`config.mk`:
```
export PLATFORM = sky130hd
export DESIGN_NAME = ring_counter_monitor
export DESIGN_NICKNAME = d
export VERILOG_FILES = /design/src/rtl/ring_counter_monitor.sv
export SDC_FILE = /design/constraint.sdc
export NUM_CORES = 1
export LEC_CHECK = 0
export CAP_MARGIN = 40
export CORE_UTILIZATION = 35
export DETAILED_ROUTE_END_ITERATION = 7
export PLACE_DENSITY = 0.69
export SETUP_SLACK_MARGIN = 0.15
export SYNTH_ARGS = -nofsm -noshare
export SYNTH_HDL_FRONTEND = slang
export SYNTH_SLANG_ARGS = --single-unit
```
`constraint.sdc`:
```
create_clock -name clk -period 5.2 [get_ports clk]
set_input_delay 1.56 -clock clk [delete_from_list [all_inputs] [get_ports clk]]
set_output_delay 1.56 -clock clk [all_outputs]
set_load 0.05 [all_outputs]
```
`src/rtl/ring_counter_monitor.sv`:
```
// ring_counter_monitor: checks a one-hot ring count for correct rotation, decodes its index,
// tracks sequence lock and keeps a saturating error count.
module ring_counter_monitor #(
    parameter int N        = 4,
    parameter int DIR      = 0,
    parameter int LOCK_CNT = 2,
    parameter int ERR_W    = 8
) (
    input  logic                 clk,
    input  logic                 rst,
    input  logic                 en,
    input  logic [N-1:0]         ring_in,
    input  logic                 clr_err,
    output logic [$clog2(N)-1:0] idx,
    output logic                 onehot_ok,
    output logic                 locked,
    output logic                 seq_err,
    output logic                 wrap,
    output logic [ERR_W-1:0]     err_cnt
);
    localparam int IW = $clog2(N);
    localparam int CW = $clog2(LOCK_CNT + 1);
    localparam int WB = (DIR == 0) ? 0 : N - 1;

    typedef enum logic [1:0] {IDLE, ACQ, LOCK} state_t;

    state_t        state;
    logic [CW-1:0] good_cnt;
    logic [N-1:0]  prev;
    logic [N-1:0]  expect_v;
    logic [IW-1:0] pos;
    logic          oh;
    logic          good;
    logic          err;

    always_comb begin
        pos = '0;
        for (int i = 0; i < N; i++)
            if (ring_in[i]) pos = pos | IW'(i);
    end

    assign oh       = (ring_in != '0) && ((ring_in & (ring_in - N'(1))) == '0);
    assign expect_v = (DIR == 0) ? {prev[N-2:0], prev[N-1]} : {prev[0], prev[N-1:1]};
    assign good     = oh && (ring_in == expect_v);
    assign err      = en && (state == LOCK) && !good;

    always_ff @(posedge clk or posedge rst) begin
        if (rst) begin
            state     <= IDLE;
            good_cnt  <= '0;
            prev      <= '0;
            idx       <= '0;
            onehot_ok <= 1'b0;
            locked    <= 1'b0;
            seq_err   <= 1'b0;
            wrap      <= 1'b0;
            err_cnt   <= '0;
        end else begin
            seq_err <= err;
            wrap    <= en && (state == LOCK) && good && ring_in[WB];
            if (clr_err)
                err_cnt <= err ? ERR_W'(1) : '0;
            else if (err && err_cnt != '1)
                err_cnt <= err_cnt + ERR_W'(1);
            if (en) begin
                onehot_ok <= oh;
                if (oh) begin
                    idx  <= pos;
                    prev <= ring_in;
                end
                // A held or skipped one-hot value restarts acquisition on the new reference
                if (!oh) begin
                    state    <= IDLE;
                    locked   <= 1'b0;
                    good_cnt <= '0;
                end else if (state == IDLE || !good) begin
                    state    <= ACQ;
                    locked   <= 1'b0;
                    good_cnt <= '0;
                end else if (state == ACQ) begin
                    if (good_cnt == CW'(LOCK_CNT - 1)) begin
                        state  <= LOCK;
                        locked <= 1'b1;
                    end else begin
                        good_cnt <= good_cnt + CW'(1);
                    end
                end
            end
        end
    end
endmodule
```
==> qor.yml <==
route:
  vias: 926
  routed_via_density: 5.173
  first_pass_iters: 4
  remaining_drcs: 0
  wl_per_cell_um: 12.26
  routed_wirelength_um: 2194
  post_route_ant_nets: 0
  detail_route.iter0.violations: 42
cts:
  clkSlewWorstSetupHoldPaths_ns: 0.11
  holdBufCountCts: 0
  numCtsBuffers: 3
  tritoncts: "done"
  cts_num_sinks: 21
  htreeDepth: 1
  clk_path_buf_depth: 2
  clkLatencyLatePin_ns: 0.30
  post_cts_buffers: 0
  cts_repair_resize_count: 0
  ctsRootBufferMaster: "clkbuf_4"
worst_setup_path:
  worstReg2RegEnd: "err_cnt[7]$_DFFE_PP0P_"
  worst_r2r_startpoint: "err_cnt[0]$_DFFE_PP0P_"
  cp-end-kind: "flop"
  worst_ep_arrival_time_ns: 3.56
  reg2reg_setup_slack_ns: 3.35
  crit_type: "in -> reg"
  critical_path.startpoint_type: "input port"
  critPathRequiredTime_ns: 5.44
  worstRegToRegCells: 5
  worstPathMaxFanout: 10
sta:
  worst_slew_pin_slew_ns: 0.8226
  max-slew-margin-rel_pct: 45.10
  clock-skew-final_ns: 0.002689
  fin_crit_sh_pct: 63.93
  rsz0062_at_grt: "false"
  timing.final.crit_period_ns: 3.325
  report.final.hold_viol_count: 0
  fmax_ghz: 0.3008
  fin_tns_setup_ns: 0
  maxSlewViolCount: 0
  finalSetupViolCount: 0
synth:
  post_synth_edffs: 0
  synth.avg_cell_area_um2: 9.759
  yosysTopAreaCellShare_pct: 46.82
  post_synthesis_cell_count: 115
  synth.yosys.warnings: 0
  yosysUniqueCellTypes: 40
  synth_top_flop_cell: "dfrtp_1"
  cell_area_after_synthesis_um2: 1122
  post_synthesis_net_count: 125
  synth_largest_area_cell: "dfrtp_1"
  synth_top_cells_by_area: "dfrtp_1 (47%), mux2_2 (4.0%), xnor2_1 (3.1%)"
  asyncSetResetFlopFracSynth_pct: 100.0
  seq_area_frac_synth_pct: 46.82
  synth_seq_cells: 21
cells_and_area:
  fill_cells: 323
  post-route-util_pct: 45.45
  drive_gt1_share_pct: 7.407
  most_frequent_cells_in_the_layout: "dfrtp_1 (21), clkdlybuf4s50_1 (21), nor2_1 (9)"
  antenna_cells_inserted: 0
  synthToLayoutAreaGrowth_pct: 23.63
  nets: 146
grt:
  grt_max_degree: 22
  antenna_violations_before_repair: 0
  grt_remaining_overflow: 0
  grt_first_pass_wirelength_um: 3746
  grt_usage_pct: 14.19
  via_count_of_the_first_global_routing_pass: 874
floorplanning:
  ioPinCount: 22
  die-area_um2: 3437
  initial_utilization_pct: 36.76
  fp.dieW_um: 58.63
  die_h_um: 58.63
  core_area_um2: 3053
  std_cell_rows: 20
placement:
  io_buffer_count: 21
  post_dp_hpwl_um: 1569
  gp_congestion: 0.7770
worst_hold_path:
  endpoint_with_the_worst_hold_slack: "idx[1]$_DFFE_PP0P_"
  hold_path_depth: 2
  min_path_type: "reg -> reg"
  holdCritStartpoint: "idx[1]$_DFFE_PP0P_"
job:
  max_cap_violations: 0
power:
  worst_ir_drop_vdd_v: 0.0001956
  pwr_density_cell_nw_per_um2: 243.7
  power.leakage_uw: 0.0005433
  overall_power_of_the_completed_layout_uw: 338.2
status:
  run_status: "finished clean"
through the flow:
step,worst slack (ns),cell area [um2],cells,hold WS (ns)
floorplan,2.178,1122,115,0.5009
global placement,1.629,1361,175,0.4673
detailed placement,1.566,1361,175,0.4715
CTS,1.896,1388,179,0.5071
global route,1.774,1388,179,0.5329
finish,1.875,1388,179,0.4964
cell families (layout without fill, tap and decap cells):
group	after synthesis	count (layout)	share of synthesized area, %
AND/OR/NAND/NOR	43	43	20.29
adder cells (fa/ha/maj)	2	2	2.229
AO/OA/AOI/OAI	30	30	18.17
flip-flops	21	21	46.82
buffers and inverters	9	29	3.678
multiplexers	5	5	4.905
XOR/XNOR	5	5	3.902
power by group:
group | leakage (uW) | total [uW] | internal [uW] | switching, uW
clock | 0.0000150 | 77.8 | 29.9 | 47.8
combinational | 0.000251 | 73.3 | 32.0 | 41.2
sequential | 0.000277 | 187 | 177 | 9.73
worst max-delay path: stages:
cell and delay, ns:
clkdlybuf4s50_1 0.60, nor2_1 0.11, a221oi_2 0.40, o21ai_2 0.20
or4_1 0.53, a21oi_1 0.15
metal layers:
layer	global-route usage [%]	vias up	share of wire, %
li1	-	454	-
met4	3.741	0	0.32
met3	4.615	2	4.1
met5	0	-	0
met2	23.48	23	47
met1	17.94	447	48
how the worst max path moves through the flow:
stage | from | end | slack, ns
floorplan | ring_in[3] | err_cnt[5]$_DFFE_PP0P_ | 2.18
global placement | ring_in[3] | err_cnt[4]$_DFFE_PP0P_ | 1.63
detailed placement | ring_in[3] | err_cnt[5]$_DFFE_PP0P_ | 1.57
CTS | ring_in[3] | err_cnt[5]$_DFFE_PP0P_ | 1.90
global route | ring_in[3] | err_cnt[5]$_DFFE_PP0P_ | 1.77
finish | ring_in[3] | err_cnt[5]$_DFFE_PP0P_ | 1.88
state kept, by name, indices dropped and copies added (netlist names):
register and flops:
state 1, locked 1, seq_err 1, idx 2, prev 4, onehot_ok 1, good_cnt 2, err_cnt 8
wrap 1
cell type report:
class	count	area, um2	share of cell area (%)
sequential	21	525.5	37.87
clock buffer	4	26.28	1.894
inverter	4	15.01	1.082
multi-input combinational	85	555.5	40.04
timing repair buffer	21	210.2	15.15
tap	44	55.05	3.968
Yosys cell counts (all sizes together) (2+ instances only):
library cell  count
or4               2
nor3              2
dfrtp            21
nand2             8
nand2b            5
inv               4
buf               2
and2              2
clkbuf            3
o21ai             7
a31oi             3
nand4             2
nor2              9
o31ai             3
mux2              4
xnor2             4
a22oi             2
nor2b             2
ha                2
nand3             3
a21oi             6
or3               3
Note: power is estimated with default switching activity, not from simulation.
